## src/rtl/spi_crc_slave.sv

```systemverilog
// spi_crc_slave
//   SPI mode-0 (CPOL=0, CPHA=0) slave for the CRC-protected SPI link, living
//   entirely in the clk_s domain. ss_n/sclk/mosi are oversampled through
//   2-FF synchronizers. A frame is DATA_WIDTH payload bits followed by an
//   8-bit CRC, MSB first, in both directions.
//
//   Optional feature (macro SPI_CRC_SLAVE_DROP_BAD_EN):
//     defined   - a frame with a CRC mismatch leaves data_out_slave unchanged
//     undefined - data_out_slave always takes the received payload
//
// Ports
//   clk_s          in  system clock, rising edge
//   rst_n          in  asynchronous reset, active-low
//   ss_n           in  slave select, active-low
//   sclk           in  SPI clock (idle low)
//   mosi           in  master-out data
//   miso           out slave-out data, 0 while idle
//   data_in_slave  in  word returned to the master, latched at ss_n fall
//   data_out_slave out last received payload
//   rx_valid       out one-cycle pulse at frame completion
//   crc_err        out CRC result of the last complete frame (1 = mismatch)
//   busy           out high while the FSM is not idle
//   dbg_state      out current FSM state (0 IDLE, 1 DATA, 2 CRC, 3 DONE)
//
// Handshake: rx_valid is a single-cycle strobe with no back-pressure;
// data_out_slave and crc_err are valid in the rx_valid cycle and hold
// until the next completed frame.
module spi_crc_slave #(
  parameter int          DATA_WIDTH = 8,
  parameter logic [7:0]  CRC_POLY   = 8'h07,
  parameter logic [7:0]  CRC_INIT   = 8'h00
) (
  input  logic                  clk_s,
  input  logic                  rst_n,
  input  logic                  ss_n,
  input  logic                  sclk,
  input  logic                  mosi,
  output logic                  miso,
  input  logic [DATA_WIDTH-1:0] data_in_slave,
  output logic [DATA_WIDTH-1:0] data_out_slave,
  output logic                  rx_valid,
  output logic                  crc_err,
  output logic                  busy,
  output logic [1:0]            dbg_state
);

  localparam int CNT_W = ($clog2(DATA_WIDTH) > 3) ? $clog2(DATA_WIDTH) : 3;
  localparam logic [CNT_W-1:0] LAST_DATA = CNT_W'(DATA_WIDTH - 1);
  localparam logic [CNT_W-1:0] LAST_CRC  = CNT_W'(7);

  typedef enum logic [1:0] {S_IDLE, S_DATA, S_CRC, S_DONE} state_e;

  state_e                state_q, state_d;
  logic [2:0]            ss_sync_q, sclk_sync_q;
  logic [1:0]            mosi_sync_q;
  logic [DATA_WIDTH-1:0] tx_sh_q, rx_sh_q, dout_q;
  logic [7:0]            crc_rx_q, crc_tx_q, crc_sh_q;
  logic [CNT_W-1:0]      bit_cnt_q;
  logic                  miso_q, rx_valid_q, crc_err_q, fin_q;

  // Bit [1] is the synchronized value, bit [2] its one-cycle delay.
  logic ss_fall, ss_rise, sclk_rise, sclk_fall, mosi_s;
  assign ss_fall   =  ss_sync_q[2]   & ~ss_sync_q[1];
  assign ss_rise   = ~ss_sync_q[2]   &  ss_sync_q[1];
  assign sclk_rise = ~sclk_sync_q[2] &  sclk_sync_q[1];
  assign sclk_fall =  sclk_sync_q[2] & ~sclk_sync_q[1];
  assign mosi_s    =  mosi_sync_q[1];

  function automatic logic [7:0] crc_step(input logic [7:0] c, input logic b);
    logic fb;
    fb = b ^ c[7];
    return {c[6:0], 1'b0} ^ (fb ? CRC_POLY : 8'h00);
  endfunction

  always_ff @(posedge clk_s or negedge rst_n) begin
    if (!rst_n) begin
      ss_sync_q   <= 3'b111;
      sclk_sync_q <= 3'b000;
      mosi_sync_q <= 2'b00;
    end else begin
      ss_sync_q   <= {ss_sync_q[1:0], ss_n};
      sclk_sync_q <= {sclk_sync_q[1:0], sclk};
      mosi_sync_q <= {mosi_sync_q[0], mosi};
    end
  end

  // FSM: state register
  always_ff @(posedge clk_s or negedge rst_n) begin
    if (!rst_n) state_q <= S_IDLE;
    else        state_q <= state_d;
  end

  // FSM: next state. ss_n activity always outranks sclk edges.
  always_comb begin
    state_d = state_q;
    unique case (state_q)
      S_IDLE: if (ss_fall) state_d = S_DATA;
      S_DATA: begin
        if (ss_rise) state_d = S_IDLE;
        else if (sclk_rise && bit_cnt_q == LAST_DATA) state_d = S_CRC;
      end
      S_CRC: begin
        if (ss_rise) state_d = S_IDLE;
        else if (sclk_rise && bit_cnt_q == LAST_CRC) state_d = S_DONE;
      end
      S_DONE: if (ss_rise) state_d = S_IDLE;
      default: state_d = S_IDLE;
    endcase
  end

  // FSM: outputs
  always_comb begin
    busy      = (state_q != S_IDLE);
    miso      = (state_q == S_IDLE) ? 1'b0 : miso_q;
    dbg_state = state_q;
  end

  assign data_out_slave = dout_q;
  assign rx_valid       = rx_valid_q;
  assign crc_err        = crc_err_q;

  // Datapath. fin_q marks the cycle after the last CRC bit was captured,
  // so crc_sh_q is complete when the result is published.
  always_ff @(posedge clk_s or negedge rst_n) begin
    if (!rst_n) begin
      tx_sh_q    <= '0;
      rx_sh_q    <= '0;
      dout_q     <= '0;
      crc_rx_q   <= '0;
      crc_tx_q   <= '0;
      crc_sh_q   <= '0;
      bit_cnt_q  <= '0;
      miso_q     <= 1'b0;
      rx_valid_q <= 1'b0;
      crc_err_q  <= 1'b0;
      fin_q      <= 1'b0;
    end else begin
      rx_valid_q <= 1'b0;
      fin_q      <= 1'b0;
      if (fin_q) begin
        rx_valid_q <= 1'b1;
        crc_err_q  <= (crc_sh_q != crc_rx_q);
`ifdef SPI_CRC_SLAVE_DROP_BAD_EN
        if (crc_sh_q == crc_rx_q) dout_q <= rx_sh_q;
`else
        dout_q <= rx_sh_q;
`endif
      end
      unique case (state_q)
        S_IDLE: begin
          if (ss_fall) begin
            tx_sh_q   <= data_in_slave;
            miso_q    <= data_in_slave[DATA_WIDTH-1];
            crc_rx_q  <= CRC_INIT;
            crc_tx_q  <= CRC_INIT;
            bit_cnt_q <= '0;
          end
        end
        S_DATA: begin
          if (!ss_rise) begin
            if (sclk_rise) begin
              rx_sh_q  <= {rx_sh_q[DATA_WIDTH-2:0], mosi_s};
              crc_rx_q <= crc_step(crc_rx_q, mosi_s);
              crc_tx_q <= crc_step(crc_tx_q, miso_q);
              if (bit_cnt_q == LAST_DATA) bit_cnt_q <= '0;
              else                        bit_cnt_q <= bit_cnt_q + 1'b1;
            end else if (sclk_fall) begin
              miso_q  <= tx_sh_q[DATA_WIDTH-2];
              tx_sh_q <= tx_sh_q << 1;
            end
          end
        end
        S_CRC: begin
          if (!ss_rise) begin
            if (sclk_rise) begin
              crc_sh_q <= {crc_sh_q[6:0], mosi_s};
              if (bit_cnt_q == LAST_CRC) begin
                bit_cnt_q <= '0;
                fin_q     <= 1'b1;
              end else begin
                bit_cnt_q <= bit_cnt_q + 1'b1;
              end
            end else if (sclk_fall) begin
              // crc_tx is consumed MSB first; shifting exposes the next bit.
              miso_q   <= crc_tx_q[7];
              crc_tx_q <= crc_tx_q << 1;
            end
          end
        end
        default: ;
      endcase
    end
  end

endmodule

```

## config.mk

```make
export PLATFORM = sky130hd
export DESIGN_NAME = spi_crc_slave
export DESIGN_NICKNAME = d
export VERILOG_FILES = /design/src/rtl/spi_crc_slave.sv
export SDC_FILE = /design/constraint.sdc
export NUM_CORES = 1
export LEC_CHECK = 0
export CORE_ASPECT_RATIO = 1.75
export CORE_MARGIN = 1
export CORE_UTILIZATION = 46
export DETAILED_ROUTE_END_ITERATION = 10
export PLACE_DENSITY_LB_ADDON = 0.05
export RECOVER_POWER = 25
export SETUP_SLACK_MARGIN = 0.15
export SYNTH_ARGS = -nofsm -noshare
export SYNTH_HDL_FRONTEND = slang
export SYNTH_SLANG_ARGS = --single-unit
```

## constraint.sdc

```tcl
create_clock -name clk_s -period 2.5 [get_ports clk_s]
set_input_delay 0.5 -clock clk_s [delete_from_list [all_inputs] [get_ports clk_s]]
set_output_delay 0.5 -clock clk_s [all_outputs]
set_load 0.005 [all_outputs]
```

==> out/results.txt, run 1 <==
For this design the ratio of total power to cell area is 989.8 nW/µm². In the final routed layout, each cell accounts on average for 15.36 µm. For this run, the post-layout net count is 278. The share of post-route cells with drive strength above 1 was 0.2738. The clock reaches the later pin of the worst-skew pair after 0.33 ns.

The synthesized netlist contains 45 unique library cells. The maximum resistive drop on vdd is 629.6 µV, and the upper clock frequency limit is 0.4403 GHz. The async set or reset register ratio after synthesis was 1.000; the post-synth design cell area was 2944 µm².

The die covers 6737 µm². The run gives 2318 µW as the internal power contribution. The switching part of the total is 0.3255, and the number of clock sinks seen by CTS is 64. The run gives 0.5453 as the post-synthesis sequential area ratio. The region available for standard cell placement spans 6181 µm². The fraction of the cycle the final worst path needs is 0.9084, and the post-route setup TNS is 0 ns. Hold repair after CTS inserted 0 buffers.

At the pin with the least slew margin, the transition time is 1.551 ns. The logs give 0 for the hold violation count in the final report and 3296 µm² for the post-detailed-placement cell area. Summing over every cut layer, the via total after detailed routing is 1800. Synthesis produced a netlist whose cell count is 225.

The sequential group share of total power is 0.415, and the clock skew after layout is 0.008891 ns. The clock passes through at most 2 buffers. The combined global-route utilization of all metal layers was 0.1823; the headroom to the max-slew limit was -0.03392. The critical path in this run is classified as flop to output port. The kind of start point of the critical path is a flop.

The number of antenna violations at the first check in global routing was 0. The tools report the via count of the first global-routing pass as 1939. In the post-synthesis netlist, the biggest area contributors are dfrtp_1 (52%), mux2_2 (14%), a22o_1 (4.5%).

The logs give 0 for the count of antenna diodes in the layout and 3472 µm² for the finished layout cell area. The register bit count reported by yosys was 64; the H-tree depth was 3. Share of power burned in combinational logic: 0.334.

After clock tree synthesis, the clock-pin slew on the worst setup and hold paths is 0.07 ns. For this design the total switching power over the nets is 1119 µW. The run gives 27 as the I/O pin count. In this run the clock root is driven by a clkbuf_8. For the worst setup path, the data arrival time is 1.77 ns. The run gives 65 as the largest net degree at the start of global routing.

The number of max-cap violations is 1. The first global-routing pass estimated 9.335 mm of wire. The number of I/O port buffers is 26, and the number of flops mapped to enable cells by yosys is 0. The final critical-path required period came out at 2.271 ns. The run gives 2.00 ns as the required time of the critical path.

Setup violations remaining at the end of the flow were counted as 0. For the DRC violation count after routing, the log shows 0. Die outline width: 62.48 µm. The die outline height works out to 107.8 µm. The flow ran to the end, but the final reports show violations.

The synthesized netlist net count was 245; the number of iterations in the first detailed-routing pass was 4. The first routing iteration left 71 violations. Setup repair after global routing left no endpoint under its margin. The run gives 0.251 as the share of power burned in the clock network. The leading area contributor after synthesis is dfrtp_1.

Top fanout value on the critical path: 6. After detailed routing, the number of vias per cell comes to 5.248. The top-area cell type share of the netlist area is 0.5185, and the overall routed net length is 5.269 mm. The tightest min-delay check is of the flop to flop type. The per-instance average area after synthesis was 13.08 µm². Yosys synthesis warning count: 0. The kind of end point of the critical path was an output port.

Summed over all layers, the global routing overflow is 0. The leading cell type in the layout, fill and taps excluded was dfrtp_1. In this run, post-CTS repair resized a total of 0 instances.

For the number of buffers inserted during clock tree synthesis, the log shows 9. The main flop type after synthesis is dfrtp_1. The effective utilization at floorplan came out at 0.4763. The checks that failed: capacitance limit, slew limit. The top cell types in the final layout, fill and taps aside, are dfrtp_1 (61), mux2_2 (37), clkdlybuf4s50_1 (25).

From synthesis to final layout, the design area changed by 17.93%. The count of pins over their slew limit was 65; the number of setup buffers added after CTS was 0. The tools report the remaining antenna violation count after routing as 0. The routability congestion estimate from global placement was 0.7694. TritonCTS built the clock tree.

The worst-case hold slack was 0.3514 ns; the reported leakage power was 0.001646 µW. Detailed placement finished with a half-perimeter wire length of 3.710 mm. Row generation in the floorplan step produced 38 rows.
[per-layer routing]
layer  up-vias  global-route usage  share of wire
met5         -                   0              0
met4         0             0.08306          0.018
met3         9             0.04555          0.028
met2        30              0.3175           0.55
met1       895              0.2074           0.41
li1        866                   -              -
[worst max-delay path, stage by stage (launching register included)]
cell and delay [ns]:
dfrtp_1 0.44, inv_1 0.11, ha_1 0.24, inv_1 0.14
clkdlybuf4s50_1 0.52
[state kept, by name (all words and copies together) (netlist names)]
signal          cells
dbg_state           2
tx_sh_q             7
fin_q               1
mosi_sync_q         2
crc_err             1
sclk_sync_q         3
rx_valid            1
crc_sh_q            8
miso_q              1
crc_rx_q            8
crc_tx_q            8
data_out_slave      8
rx_sh_q             8
bit_cnt_q           3
ss_sync_q           3
[power groups by stage]
stage | Combinational [µW] | Clock, µW | Sequential [µW]
6_report | 1150 | 863 | 1420
3_5_place_dp | 1160 | 0 | 1450
3_3_place_gp | 1160 | 0 | 1440
2_1_floorplan | 886 | 0 | 1390
4_1_cts | 1170 | 892 | 1430
5_1_grt | 1290 | 933 | 1460
[stage by stage]
| stage | utilization | setup WS (ns) | std cells | total power, µW |
|---|---|---|---|---|
| final | 0.5617 | 0.2290 | 343 | 3437 |
| after CTS | 0.5642 | 0.2061 | 343 | 3490 |
| after floorplan | - | 0.6697 | 225 | 2278 |
| after detailed placement | 0.5332 | 0.5306 | 327 | 2607 |
| after global placement | 0.5332 | 0.5350 | 327 | 2601 |
| after global routing | 0.5617 | 0.1552 | 343 | 3675 |
[synthesized netlist by cell type, types with 3 or more instances]
master / number
dfrtp_1: 61
mux2_2: 37
a22o_1: 15
xor2_1: 11
inv_1: 9
nand2_1: 9
nor2_1: 9
ha_1: 7
mux2i_1: 6
buf_2: 4
nand3_1: 4
a21oi_1: 3
dfstp_2: 3
mux2_1: 3
nand2b_1: 3
nor2b_1: 3
o21ai_2: 3
[worst paths after layout]
kind,cells past startpoint,start,to,slack [ns]
worst max-delay path,4,dbg_state[0],busy,0.23
worst min-delay path,0,sclk_sync_q[0],sclk_sync_q[1],0.35
worst max register to register,6,dbg_state[0],crc_rx_q[7],0.55
worst min register to register,0,sclk_sync_q[0],sclk_sync_q[1],0.35
max in group asynchronous,2,rst_n,dbg_state[0],0.94
min in group asynchronous,2,rst_n,data_out_slave[6],0.64
[layout make-up]
| type | instances | area [µm²] |
|---|---|---|
| Timing Repair Buffer | 30 | 282.8 |
| Clock inverter | 3 | 42.54 |
| Clock buffer | 13 | 148.9 |
| Multi-Input combinational cell | 144 | 1259 |
| Inverter | 9 | 33.78 |
| Tap cell | 80 | 100.1 |
| Fill cell | 538 | 2709 |
| Sequential cell | 64 | 1605 |
[cell families (layout without fill, tap and decap cells)]
| group | count (synthesis) | after routing | synth area share |
|---|---|---|---|
| flip-flops | 64 | 64 | 0.5453 |
| multiplexers | 46 | 46 | 0.1734 |
| AND/OR/NAND/NOR | 45 | 45 | 0.08585 |
| AO/OA/AOI/OAI | 34 | 34 | 0.1029 |
| buffers and inverters | 17 | 55 | 0.02720 |
| XOR/XNOR | 12 | 12 | 0.03570 |
| adder cells (fa/ha/maj) | 7 | 7 | 0.02975 |
Power figures use the tool's default switching activity.
==> inputs of run 2 (changes only) <==
Settings changed: DONT_BUFFER_PORTS from default to 1.
==> run 2 against run 1 <==
  * The run still ends with capacitance limit, slew limit left
  * Via count shrank 2.3%
  * First-iteration DRC count shrank 13%
  * Maximum frequency grew 14%
  * Critical path type is now flop to flop
  * Largest cell class unchanged
  * Largest power group unchanged
==> out/results.txt, run 2 (synthesized netlist as in run 1, its figures left out) <==
The via density per instance was 5.549 (+5.7%). The run finished, with violations left. The die outline width is 62.48 µm (unchanged).

The worst-case hold slack came out at 0.1517 ns (-0.1997 ns). For the routability congestion estimate from global placement, the log shows 0.8843 (+15%). The run gives 0.5024 GHz (+14%) as the upper clock frequency limit. The remaining antenna violation count after routing is 0 (unchanged), and the number of clock sinks seen by CTS is 64 (unchanged). The reported leakage power is 0.001546 µW (-6.1%), and the share of power burned in the clock network is 0.232 (-0.019).

The endpoint identified for the worst register-to-register timing path is rx_sh_q[7]. The depth of the most critical reg-to-reg path came out at 5 (-1). The number of buffers inserted during clock tree synthesis is 9 (unchanged), and the buffers plus inverters on the worst setup path is 1 (-2).

Depth of the worst hold-timing path: 0 (unchanged). For the total routed wire length on the met1 layer, the log shows 2.120 mm (-1.6%). The library cell used most frequently in the layout, excluding fill and tap cells, is dfrtp_1. The tools report the arrival time at the worst endpoint as 2.21 ns (+0.44 ns).

The count of antenna diodes in the layout is 0 (unchanged). The required time of the critical path is 2.72 ns (+0.72 ns). The effective utilization at floorplan was 0.4763 (unchanged); the sequential group share of total power was 0.439 (+0.024).

The number of buffers on the longest clock path was 2 (unchanged). Share of post-route cells with drive strength above 1: 0.3038 (+0.03003). The run gives 0 (unchanged) as the hold violation count in the final report. For hold timing, the worst endpoint is ss_sync_q[0].

The area growth from synthesis to layout is 8.372%. The detail-routed net length per standard cell is 17.00 µm (+11%), and the headroom to the max-slew limit is -0.01950 (+0.01442). Setup repair after global routing left no endpoint under its margin. In the layout the commonest cells are dfrtp_1 (61), mux2_2 (37), a22o_1 (15).

The top fanout value on the critical path came out at 10 (+4). The share of power burned in combinational logic came out at 0.330 (-0.004). The post-layout instance count excluding filler cells was 317 (-7.6%). The I/O pin count is 27 (unchanged), and the clock-pin slew reported for the worst setup and hold paths after clock tree synthesis is 0.07 ns (about the same). The clock skew after layout was 0.006320 ns (-0.002571 ns).

The switching part of the total is 0.3444 (+0.01892), and the post-DP HPWL is 3.827 mm (+3.2%). The H-tree depth came out at 3 (unchanged). The overall routed net length is 5.389 mm (+2.3%), and the core box area is 6181 µm² (unchanged).

The count of pins over their slew limit is 65 (unchanged). The combined global-route utilization of all metal layers was 0.1915 (+0.009235). The tree is rooted in a clkbuf_8. The run gives 172 µm (+18%) as the routed wire length on met3.

STA classifies the critical path endpoint as a flop. Clock latency of the later-clocked register in the worst-skew pair: 0.34 ns (about the same). STA classifies the critical path startpoint as a flop. TritonCTS built the clock tree. The checks that failed: capacitance limit, slew limit.

The largest net degree at the start of global routing was 65 (unchanged); the number of I/O port buffers was 0 (-100%). The run gives 2.936 mm (+2.2%) as the met2 layer wire length in the routed design. In this run the critical register-to-register path is launched from dbg_state[1]. The run gives 0 (unchanged) as the total congestion overflow after global routing.

The final critical-path required period came out at 1.990 ns (-0.2807 ns). For the number of iterations in the first detailed-routing pass, the log shows 4 (unchanged). For the post-route setup TNS, the log shows 0 ns (unchanged). The actual slew at the worst max-slew pin is 1.529 ns (-0.02163 ns). The power per cell area works out to 1025 nW/µm² (+3.6%).

The cell row count is 38 (unchanged). The tools report the internal power contribution as 2145 µW (-7.5%). Number of setup buffers added after CTS: 0 (unchanged). The number of DRC markers after the initial detailed-route iteration was 62 (-13%); the final standard cell utilization of the core was 0.5162 (-0.04555). The count of cells resized by post-cts repair came out at 0 (unchanged). The largest individual stage delay along the critical path comes from the cell dfrtp_1.

In this run the top signal layer used is met4. The DRC violation count after routing is 0 (unchanged). The run gives 1 (unchanged) as the number of max-cap violations.

For the switching power summed over all nets, the log shows 1127 µW (+0.72%). The maximum resistive drop on vdd is 752.8 µV (+20%), and the count of placed standard cells including taps is 300 (-8.3%). The signal on the critical path passes through inv_1 -> ha_1 -> nand2_1 -> nor2_2 -> mux2_2.

The worst hold path class was input port to flop. The largest stage delay on the critical path is 0.45 ns (-0.07 ns). Startpoint of the worst hold path: ss_n. Number of setup violations in the final report: 0 (unchanged).

The number of antenna violations at the first check in global routing was 0 (unchanged). The run gives 252 (-9.4%) as the net total in the final layout. Critical path's top delay family: simple AND/OR/NAND/NOR gates. The total via count in the routed design was 1759 (-2.3%).

The via count of the first global-routing pass was 1999 (+3.1%); the internal reg-to-reg setup slack was 0.51 ns (-0.04 ns). The die outline height works out to 107.8 µm (unchanged). The worst setup path is of the flop to flop kind. The first-pass GRT wire length is 9.653 mm (+3.4%), and the full die area is 6737 µm² (unchanged). The fraction of the cycle the final worst path needs was 0.7961 (-0.1123).
[run 2: changes by cell type in the layout (fill, tap and decap cells not counted), sizes merged]
cell / previous run / this run
clkdlybuf4s50: 25 / 0
clkinv: 1 / 4
buf: 4 / 3
bufinv: 1 / 0
clkbuf: 14 / 13
clkinvlp: 1 / 0
[run 2: power by group through the flow]
stage          clock (µW)  combinational [µW]  sequential [µW]
3_5_place_dp            0                1070             1450
2_1_floorplan           0                 886             1390
4_1_cts               787                1100             1440
5_1_grt               827                1220             1460
3_3_place_gp            0                1020             1440
6_report              758                1080             1440
[run 2: area by class of cell]
class	instances	area (µm²)
well taps	80	100.1
fillers	553	2990
repair buffers	4	27.53
flip-flops and latches	64	1605
clock inverters	4	20.02
inverters	9	33.78
clock buffers	12	145.1
multi-input cells	144	1259
[run 2: how the worst max path moves through the flow]
stage	startpoint	end	slack, ns	cells past startpoint
after global placement	dbg_state[1]	rx_sh_q[5]	0.53	5
after floorplan	dbg_state[0]	tx_sh_q[1]	0.67	7
final	dbg_state[1]	rx_sh_q[7]	0.51	5
after detailed placement	dbg_state[1]	rx_sh_q[2]	0.50	5
after CTS	dbg_state[1]	rx_sh_q[5]	0.49	5
after global routing	dbg_state[0]	tx_sh_q[5]	0.33	6
[run 2: timing repair]
item | 4_1_cts | 5_1_grt
setup endpoints to repair | 0 | 0
hold endpoints to repair | 64 | 0
hold buffers | 1 | 0
[run 2: metrics by stage]
| step | setup slack [ns] | total power (µW) | cell area (µm²) |
|---|---|---|---|
| after global routing | 0.3330 | 3507 | 3191 |
| after CTS | 0.4882 | 3324 | 3213 |
| after global placement | 0.5312 | 2457 | 3020 |
| after detailed placement | 0.4972 | 2525 | 3020 |
| final | 0.5097 | 3271 | 3191 |
| after floorplan | 0.6697 | 2278 | 2944 |
[run 2: layer usage]
metal  vias to the layer above  track usage
met2                        33       0.3362
met3                        16      0.05297
met4                         0       0.1113
li1                        814            -
met5                         -            0
met1                       896       0.2025
[run 2: worst register-to-register path: stages (launching register included)]
cell and delay (ns):
dfrtp_1 0.45, inv_1 0.11, ha_1 0.41, nand2_1 0.16, nor2_2 0.36, mux2_2 0.38
==> inputs of run 3 (changes only) <==
Clock period 2.5 ns to 1.6 ns, I/O delays scaled along.
==> run 3 against run 2 <==
  * The flow finishes with violations (hold timing, setup timing)
  * Critical endpoint is now tx_sh_q[4]
  * Sequential cell count stayed put
  * Worst setup slack worse by 0.52 ns
  * Clock-buffer cell count is 2 lower
  * Cell count up 9.5%
  * Sequential share of layout area decreased by 7.7 points
  * Register-to-register slack got worse by 0.52 ns
  * Highest routed layer unchanged
  * Final area grew 18%
  * Combinational power increased by 140%
==> out/results.txt, run 3 (synthesized netlist as in run 1, its figures left out) <==
Clock skew after layout: 0.005435 ns (-0.0008849 ns). The count of antenna diodes in the layout was 0 (unchanged); the largest net degree at the start of global routing was 65 (unchanged). Reported leakage power: 0.001845 µW (+19%).

The net total in the final layout was 282 (+12%). Total via count in the routed design: 1883 (+7.0%). The die outline height is 107.8 µm (unchanged). The tools report the arrival time at the worst endpoint as 1.83 ns (-0.38 ns).

STA classifies the critical path endpoint as a flop. The hold violation count in the final report is 64 (+64). The maximum resistive drop on vdd was 1737 µV (+130%); the post-detailed-placement cell area was 3224 µm² (+6.8%). The run gives 3.955 mm (+3.3%) as the post-DP HPWL. The checks that failed: hold timing, setup timing. The clock-pin slew reported for the worst setup and hold paths after clock tree synthesis is 0.07 ns (about the same), and the effective utilization at floorplan is 0.4763 (unchanged). The number of setup violations in the final report is 3 (+3).

The tools report the number of antenna violations at the first check in global routing as 0 (unchanged). The H-tree depth was 3 (unchanged). TritonCTS built the clock tree. For the number of buffers on the longest clock path, the log shows 2 (unchanged). The DRC violation count after routing was 0 (unchanged); the final critical-path required period was 1.607 ns (-0.3836 ns).

The worst setup path is launched from a flop. The required time of the critical path is 1.82 ns (-0.90 ns), and the number of clock sinks seen by CTS is 64 (unchanged). The post-layout instance count excluding filler cells was 347 (+9.5%).

The run finished, with violations left. The full die area is 6737 µm² (unchanged). The leading cell type in the layout, fill and taps excluded was dfrtp_1. The critical path in this run is classified as flop to flop. The logs give 9.949 mm (+3.1%) for the first-pass GRT wire length and -0.01177 ns (-0.01177 ns) for the post-route setup TNS. The cell row count was 38 (unchanged). The tools report the number of max-cap violations as 0 (-1). The core box area is 6181 µm² (unchanged).

The count of placed standard cells including taps was 315 (+5.0%); the detail-routed net length per standard cell was 16.88 µm (-0.70%). The clock latency of the later-clocked register in the worst-skew pair is 0.33 ns (about the same), and the via count of the first global-routing pass is 2063 (+3.2%). The run gives 0 (-100%) as the count of pins over their slew limit. For the number of buffers inserted during clock tree synthesis, the log shows 9 (unchanged). The run gives -0.3238 ns (-0.4755 ns) as the worst-case hold slack.

The number of DRC markers after the initial detailed-route iteration was 98 (+58%); the finished layout cell area was 3770 µm² (+18%). The via density per instance works out to 5.427 (-2.2%). The overall routed net length is 5.858 mm (+8.7%), and the combined global-route utilization of all metal layers is 0.1965 (+0.005014). The I/O pin count is 27 (unchanged), and the layout-stage area growth over the synthesis result is 28.05%. The die outline width is 62.48 µm (unchanged). The cell sitting at the root of the clock tree is a clkbuf_8. Actual slew at the worst max-slew pin: 0.4353 ns (-1.094 ns).

Fraction of the cycle the final worst path needs: 1.004 (+0.2081). The headroom to the max-slew limit was 0.7098 (+0.7293); the upper clock frequency limit was 0.6224 GHz (+24%). The number of I/O port buffers was 0 (unchanged); the final setup slack of the worst path was -0.006764 ns (-0.5164 ns). The tools report the number of iterations in the first detailed-routing pass as 4 (unchanged). Setup repair after global routing could not meet its margin everywhere.

The min-delay analysis places its worst path in the category input port to asynchronous set/reset pin. Leaving out fill and tap cells, the most frequent cells in the layout are dfrtp_1 (60), mux2_4 (22), buf_4 (21). For the routability congestion estimate from global placement, the log shows 0.9064 (+2.5%).

The share of post-route cells with drive strength above 1 came out at 0.4569 (+0.1531). The tools report the total congestion overflow after global routing as 0 (unchanged). The hold-fix buffer count after cts is 3 (+2).

The top fanout value on the critical path came out at 8 (-2). The run gives 0 (unchanged) as the remaining antenna violation count after routing. The power per cell area is 1706 nW/µm² (+66%).
run 3: changes by cell type in the layout (fill, tap and decap cells not counted), moves of 3 or more:
cell           change
mux2_4            +22
mux2_2            -20
buf_4             +18
buf_6              +9
ha_1               -4
bufinv_16          +3
dlygate4sd3_1      +3
inv_1              -3
nand2_1            -3
run 3: through the flow:
step	setup slack (ns)	util	total power, µW
final	-0.006764	0.6099	6430
after global routing	-0.07479	0.6099	6797
after CTS	-0.006487	0.5850	6225
after detailed placement	-0.06751	0.5217	4352
after global placement	-0.008900	0.5217	4266
after floorplan	-0.03891	-	3824
run 3: final cells by class:
type	count	area (µm²)
inverters	9	38.79
clock inverters	6	107.6
well taps	80	100.1
fillers	497	2411
repair buffers	34	309.0
flip-flops and latches	64	1607
clock buffers	10	127.6
multi-input cells	144	1480
run 3: timing repair:
action	4_1_cts	5_1_grt
gates cloned	0	0
gates resized for setup	20	24
endpoints found under the hold margin	67	64
buffers inserted	7	6
pin swaps	7	8
endpoints found under the setup margin	47	47
run 3: worst max-delay path: stages, from the launching register on:
cell	delay [ns]
dfrtp_1	0.41
inv_2	0.12
ha_4	0.23
buf_6	0.16
mux2_2	0.33
mux2_2	0.26
run 3: final timing paths:
kind | slack [ns] | depth (start not counted) | to | startpoint
min in group clk_s | 0.11 | 1 | tx_sh_q[0] | data_in_slave[0]
min reg2reg | 0.36 | 0 | ss_sync_q[1] | ss_sync_q[0]
min | -0.32 | 0 | data_out_slave[6] | rst_n
max reg2reg | -0.007 | 5 | tx_sh_q[4] | dbg_state[1]
max in group asynchronous | 1.75 | 0 | ss_sync_q[1] | rst_n
max | -0.007 | 5 | tx_sh_q[4] | dbg_state[1]
run 3: where the power goes:
part	internal [µW]	switching (µW)
registers	1960	290
clock network	1030	611
logic	1410	1130
total	4400	2030
run 3: routing by layer:
layer	up-vias	GRT usage	wire, µm
met1	959	0.2025	2262
met5	-	0	0
met4	0	0.09302	126
met3	11	0.06462	187
li1	876	-	-
met2	37	0.3533	3281
